==> src/rtl/param_bram_writer.sv <==
// param_bram_writer: assembles a little-endian byte stream into 32-bit words
// and writes NUM_PARAMS of them to consecutive BRAM port-A addresses.
// Optional feature macro: PARAM_CHECKSUM_EN. When it is defined, a trailing
// 32-bit sum is received and compared after the last word, and the result is
// reported on checksum_err.
//
// state     | meaning
// ----------+----------------------------------------------------------
// S_IDLE    | waiting for start
// S_COLLECT | accepting bytes of the current word
// S_WRITE   | one-cycle BRAM write of the assembled word
// S_CHECK   | accepting the 4 trailing checksum bytes (checksum build only)
// S_DONE    | load finished; waiting for the next start
module param_bram_writer #(
    parameter int NUM_PARAMS = 6002,
    parameter int ADDR_W     = 13
) (
    input  logic              clk,
    input  logic              rst,
    input  logic              start,
    input  logic [7:0]        in_data,
    input  logic              in_valid,
    output logic              in_ready,
    output logic              bram_ena,
    output logic              bram_wea,
    output logic [ADDR_W-1:0] bram_addr,
    output logic [31:0]       bram_din,
    output logic              busy,
    output logic              done,
    output logic [ADDR_W-1:0] word_count
`ifdef PARAM_CHECKSUM_EN
    ,
    output logic              checksum_err
`endif
);

    localparam logic [2:0] S_IDLE    = 3'd0;
    localparam logic [2:0] S_COLLECT = 3'd1;
    localparam logic [2:0] S_WRITE   = 3'd2;
    localparam logic [2:0] S_DONE    = 3'd3;
`ifdef PARAM_CHECKSUM_EN
    localparam logic [2:0] S_CHECK   = 3'd4;
`endif

    // Index of the final word; comparing against it avoids needing a wider counter.
    localparam logic [ADDR_W-1:0] LAST_IDX = ADDR_W'(NUM_PARAMS - 1);

    logic [2:0]        state_q,      state_d;
    logic [ADDR_W-1:0] word_count_q, word_count_d;
    logic [1:0]        byte_idx_q,   byte_idx_d;
    logic [31:0]       word_q,       word_d;
    logic              accept;
`ifdef PARAM_CHECKSUM_EN
    logic [31:0]       sum_q,        sum_d;
    logic              cks_err_q,    cks_err_d;
`endif

    assign accept = in_valid & in_ready;

    // Next-state logic: byte assembly, word counting and state sequencing.
    always_comb begin
        state_d      = state_q;
        word_count_d = word_count_q;
        byte_idx_d   = byte_idx_q;
        word_d       = word_q;
`ifdef PARAM_CHECKSUM_EN
        sum_d        = sum_q;
        cks_err_d    = cks_err_q;
`endif
        case (state_q)
            S_IDLE, S_DONE: begin
                if (start) begin
                    state_d      = S_COLLECT;
                    word_count_d = '0;
                    byte_idx_d   = '0;
                    word_d       = '0;
`ifdef PARAM_CHECKSUM_EN
                    sum_d        = '0;
                    cks_err_d    = 1'b0;
`endif
                end
            end
            S_COLLECT: begin
                if (accept) begin
                    word_d[8*byte_idx_q +: 8] = in_data;
                    byte_idx_d                = byte_idx_q + 2'd1;
                    if (byte_idx_q == 2'd3) begin
                        state_d = S_WRITE;
                    end
                end
            end
            S_WRITE: begin
                word_count_d = word_count_q + 1'b1;
`ifdef PARAM_CHECKSUM_EN
                sum_d        = sum_q + word_q;
`endif
                if (word_count_q == LAST_IDX) begin
`ifdef PARAM_CHECKSUM_EN
                    state_d = S_CHECK;
`else
                    state_d = S_DONE;
`endif
                end else begin
                    state_d = S_COLLECT;
                end
            end
`ifdef PARAM_CHECKSUM_EN
            S_CHECK: begin
                // The trailer reuses the assembly register; the 4th byte is
                // compared directly so no extra cycle is needed.
                if (accept) begin
                    word_d[8*byte_idx_q +: 8] = in_data;
                    byte_idx_d                = byte_idx_q + 2'd1;
                    if (byte_idx_q == 2'd3) begin
                        state_d   = S_DONE;
                        cks_err_d = (sum_q != {in_data, word_q[23:0]});
                    end
                end
            end
`endif
            default: state_d = S_IDLE;
        endcase
    end

    // State registers; reset discards any partial word and aborts a load.
    always_ff @(posedge clk or posedge rst) begin
        if (rst) begin
            state_q      <= S_IDLE;
            word_count_q <= '0;
            byte_idx_q   <= '0;
            word_q       <= '0;
`ifdef PARAM_CHECKSUM_EN
            sum_q        <= '0;
            cks_err_q    <= 1'b0;
`endif
        end else begin
            state_q      <= state_d;
            word_count_q <= word_count_d;
            byte_idx_q   <= byte_idx_d;
            word_q       <= word_d;
`ifdef PARAM_CHECKSUM_EN
            sum_q        <= sum_d;
            cks_err_q    <= cks_err_d;
`endif
        end
    end

    // Outputs decode from state so reset clears them without waiting for a clock.
    always_comb begin
`ifdef PARAM_CHECKSUM_EN
        in_ready = (state_q == S_COLLECT) || (state_q == S_CHECK);
        busy     = (state_q == S_COLLECT) || (state_q == S_WRITE) || (state_q == S_CHECK);
`else
        in_ready = (state_q == S_COLLECT);
        busy     = (state_q == S_COLLECT) || (state_q == S_WRITE);
`endif
        bram_ena   = (state_q == S_WRITE);
        bram_wea   = (state_q == S_WRITE);
        bram_addr  = (state_q == S_WRITE) ? word_count_q : '0;
        bram_din   = (state_q == S_WRITE) ? word_q : '0;
        done       = (state_q == S_DONE);
        word_count = word_count_q;
    end

`ifdef PARAM_CHECKSUM_EN
    assign checksum_err = cks_err_q;
`endif

endmodule

==> config.mk <==
export PLATFORM = sky130hd
export DESIGN_NAME = param_bram_writer
export DESIGN_NICKNAME = d
export VERILOG_FILES = /design/src/rtl/param_bram_writer.sv
export SDC_FILE = /design/constraint.sdc
export NUM_CORES = 1
export LEC_CHECK = 0
export CORE_MARGIN = 3
export CORE_UTILIZATION = 49
export CTS_CLUSTER_DIAMETER = 100
export DETAILED_ROUTE_END_ITERATION = 16
export GPL_TIMING_DRIVEN = 1
export PLACE_DENSITY_LB_ADDON = 0.2
export RECOVER_POWER = 50
export SLEW_MARGIN = 0
export SYNTH_ARGS = -nofsm -noshare
export SYNTH_HDL_FRONTEND = slang
export SYNTH_SLANG_ARGS = --single-unit
==> constraint.sdc <==
create_clock -name clk -period 2.4 [get_ports clk]
set_input_delay 0.48 -clock clk [delete_from_list [all_inputs] [get_ports clk]]
set_output_delay 0.48 -clock clk [all_outputs]
set_load 0.01 [all_outputs]
======== Word level (Yosys, flattened, before mapping) ========
Cells that the tools add are included.
word-level totals
  register bits ........................... 50
  input port bits ......................... 12
  output and inout bits ................... 63
  word-level logic and storage cells ...... 42
cells by class
  add/subtract/negate cells ............... 3
  equality and inequality tests ........... 8
  shift-type cells ........................ 2
  multiplexer cells ....................... 16
  bitwise operators ....................... 1
  reduce and logical (&&, ||, !) cells .... 8
operator list
  operator                                                                  number
  32-bit 2-to-1 mux                                                         3
  32-bit one-hot mux with 2 select lines                                    1
  5-bit negator with 34-bit output                                          1
  8-bit by 34-bit variable shift with 32-bit output (first input constant)  1
  8-bit by 34-bit variable part select with 32-bit output                   1
  32-bit bitwise mux                                                        1
  13-bit 2-to-1 mux                                                         2
  13-bit one-hot mux with 2 select lines                                    1
  13-bit by 1-bit adder with 13-bit output (second input constant)          1
  13-bit equality test (second input constant)                              1
  3-bit 2-to-1 mux                                                          3
  3-bit one-hot mux with 3 select lines                                     1
  3-bit by 2-bit equality test with 1-bit output (second input constant)    2
  2-bit 2-to-1 mux                                                          3
  3-bit AND reduction                                                       2
  2-bit by 1-bit inequality test with 1-bit output (second input constant)  2
  2-bit one-hot mux with 2 select lines                                     1
  2-bit nonzero test                                                        2
  3-bit by 1-bit equality test with 1-bit output (second input constant)    1
  3-bit logical NOT                                                         1
  2-bit by 1-bit adder with 2-bit output (second input constant)            1
  2-bit equality test (second input constant)                               1
  2-bit inequality test (second input constant)                             1
  2-bit AND reduction                                                       1
  3 further kinds                                                           3

======== Logic depth before layout (Yosys ltp) ========
  word-level depth ........................ 5
  mapped depth ............................ 7
  gate-level depth less buffers ........... 5

======== Least setup slack after synthesis ========
No wires, ideal clock.
  kind .................................... reg2out
  start ................................... register state_q[0]
  end ..................................... output port bram_addr[10]
  arrival time ............................ 1.430 ns
  required time ........................... 1.920 ns
  slack ................................... 0.490 ns
  stages on the path, launching flop included .. 6
  cells stage by stage .................... dfrtp_1 -> inv_1 -> ha_1 -> clkbuf_1 -> clkbuf_1 -> and2_1
on the way
  cells in the longest elaborated chain, start to end .. 2
ends and longest elaborated chain
  item                                            line  RTL
  start: declaration                              48    logic [2:0] state_q, state_d;
  start signal: assignment                        137   state_q <= state_d;
  3-bit by 2-bit equality test with 1-bit output  n/a
  via bram_ena                                    24    output logic bram_ena,
  13-bit 2-to-1 mux                               159   bram_addr = (state_q == S_WRITE) ? word_count_q : '0;
  end: declaration                                26    output logic [ADDR_W-1:0] bram_addr,
The timed path passes the listed nets, and every way through them passes these cells.

======== Worst setup path in the final report ========
  start ................................... register state_q[0]
  end ..................................... output port bram_addr[0]
on the way
  cells in the longest elaborated chain, start to end .. 2
ends and longest elaborated chain
  item                                            line
  3-bit by 2-bit equality test with 1-bit output  159
  13-bit 2-to-1 mux                               159
No other way between the ends.

==> metrics <==
number of max-cap violations=0; RePlAce Congestion=0.824; met2 Resource Use GR=30.2%; Tmin final=2.35 ns; R2R Path Start=state_q[0]; Logic pwr share=49.6%; Routed WL=6250 um; Detailed Place HPWL=4620 um; Clk network pwr share=16.4%; DRT Pass-1 Iters=4; layout cells sized above 1=8.60%; M1 GR Usage=29.5%; Int Power=0.00184 W; CP Class=flop to output pin; Worst Setup Start Kind=flop; Reg clk slew, reported paths=0.09 ns; Static Leak=1.75 nW; vias per cell=5.45; first-iteration detailed-routing DRC count=132; port bufs=74; Final Hold Vio Count=0; CTS tree=done; Post-route DRC=0; Clock Sinks=49; skew final=0.00546 ns; Yosys cell types=40; Yosys reg bits=49; final setup TNS=0 ns; H-tree depth=2; total power=0.00312 W; initial antenna violation count=0; clk buf depth=2; Seq/Total Area, Yosys=43.5%; final slew viol count=0; routed vias=2282; most common cell after layout, fill and taps aside=clkdlybuf4s50_1; largest net degree at the start of global routing=32; sequential power share=34.0%; Hold Path Class=flop to flop; Hold-fix buffers, CTS=0; worst slew pin tran=0.889 ns; CP max FO=31; Starting Density=52.8%; Data required, critical path=1.92 ns; final setup vio count=0; Hold EP=word_q[31]; M3 GR Usage=2.85%; Cells after DPL=409; layout net count=372; worst reg-to-reg setup slack=0.28 ns; fill cell count=412; crit path DAT=1.87 ns; n_diodes=0; hold depth=1; Die X=81.8 um; synthesized instance count=271; post-route ant nets=0; Worst setup EP type=output pin; busiest grt layer=met2; r2r endpoint=word_count[7]; status=finished clean; GRT Total Usage=19.6%; Clock Latency Late Sink=0.30 ns; std cell rows=26; I/O pins=75; root buffer cell=clkbuf_8; Die ar.=0.00670 mm^2; vias in the first global route=2085; ys flop type=dfrtp_1; syn_area_per_cell=10.4 um^2; hold wc startpoint=word_q[31]; switching part of the total=41.1%; core area=0.00534 mm^2; GR Overflow Total=0; Area Growth Syn to Fin=34.5%; PwrDens=824 mW/mm^2; drt wl/cell=14.9 um; Num CTS Buffers=5; Max Fclk=426 MHz; DIE HEIGHT=81.8 um; most frequent cells in the layout=clkdlybuf4s50_1 (63), dfrtp_1 (49), and2_1 (45); Synth Cell Area=0.00282 mm^2; post-synthesis async set-or-reset flop share=100%; worst vdd ir=0.000691 V; relative slew slack=40.7%; fin crit share=97.8%; P_sw=0.00128 W; Post-synth EDFFs=0; Warnings, synthesis=0; Non-Filler Instances=419; syn_nets=295; first-pass GRT wire length=10200 um; Worst Reg-to-Reg Cells=7
how the worst max path moves through the flow:
stage,end,cells after the start,from
detailed placement,word_count[7],5,start
floorplan,bram_addr[10],5,state_q[0]
CTS,bram_addr[3],5,state_q[0]
global placement,word_q[16],4,start
global route,bram_addr[0],5,state_q[0]
finish,bram_addr[0],5,state_q[0]
state kept, by name (all words and copies together) (netlist names):
signal	count
byte_idx_q	2
state_q	2
word_count	13
word_q	32
synthesized netlist by cell type, types with 2 or more instances:
library cell / n / area [um^2]
dfrtp_1: 49 / 1230
and2_1: 45 / 282
a22o_1: 25 / 219
nand2_1: 23 / 86.3
inv_1: 19 / 71.3
mux2i_1: 13 / 130
ha_1: 12 / 150
a21oi_1: 8 / 40.0
nand2b_1: 8 / 50.1
o21ai_0: 7 / 35.0
clkbuf_1: 6 / 22.5
nand4_1: 6 / 37.5
nand3_1: 5 / 25.0
o31ai_1: 4 / 30.0
or4_1: 4 / 30.0
a2111oi_4: 3 / 82.6
a21o_2: 3 / 26.3
buf_4: 3 / 22.5
nor4_1: 3 / 18.8
buf_2: 2 / 10.0
nand3b_1: 2 / 15.0
nand4bb_1: 2 / 22.5
or3_1: 2 / 12.5
metal layers:
layer / vias to the layer above / part of all wire [%] / wire length, um
met2: 58 / 48 / 2980
met4: 0 / 0.54 / 34
met1: 1105 / 47 / 2910
met5: - / 0 / 0
li1: 1115 / - / -
met3: 4 / 5.0 / 315
cell families after synthesis:
logic type / after synthesis / synth area share [%]
AO/OA/AOI/OAI: 55 / 17.3
adder cells (fa/ha/maj): 12 / 5.33
buffers and inverters: 33 / 5.20
flip-flops: 49 / 43.5
multiplexers: 15 / 5.91
AND/OR/NAND/NOR: 107 / 22.8
power groups by stage:
| stage | logic, W | clock network [W] | registers, W |
|---|---|---|---|
| 5_1_grt | 0.00170 | 0.000569 | 0.00108 |
| 4_1_cts | 0.00149 | 0.000521 | 0.00106 |
| 3_3_place_gp | 0.00145 | 0 | 0.00107 |
| 6_report | 0.00155 | 0.000513 | 0.00106 |
| 2_1_floorplan | 0.00109 | 0 | 0.00106 |
| 3_5_place_dp | 0.00148 | 0 | 0.00107 |
what timing repair did:
action                                  4_1_cts  5_1_grt
pin swaps                                     0        0
gates resized for setup                       2       16
endpoints found under the setup margin       24       46
cloned                                        0        1
hold endpoints to repair                      0        0
setup buffers                                 0        1
final cells by class:
| cell class | instances | area, um^2 | area share [%] |
|---|---|---|---|
| clock buffer | 5 | 68.8 | 1.82 |
| timing repair buffer | 84 | 851 | 22.5 |
| tap | 70 | 87.6 | 2.31 |
| clock inverter | 3 | 26.3 | 0.694 |
| sequential | 49 | 1230 | 32.4 |
| inverter | 19 | 71.3 | 1.88 |
| multi-input combinational | 189 | 1460 | 38.5 |
through the flow:
stage	area (um^2)	util, %	hold WS, ns	setup slack [ns]
global route	3790	71.0	0.523	-0.0134
CTS	3750	70.2	0.508	-0.00661
global placement	3640	68.3	0.482	0.263
finish	3790	71.0	0.503	0.0520
detailed placement	3640	68.3	0.486	0.220
floorplan	2820	-	0.464	0.490
critical path: stages, from the launching register on:
cell,delay (ns)
dfrtp_1,0.40
inv_1,0.12
ha_4,0.19
buf_12,0.16
and2_1,0.14
clkdlybuf4s50_1,0.54
Power figures use the tool's default switching activity.
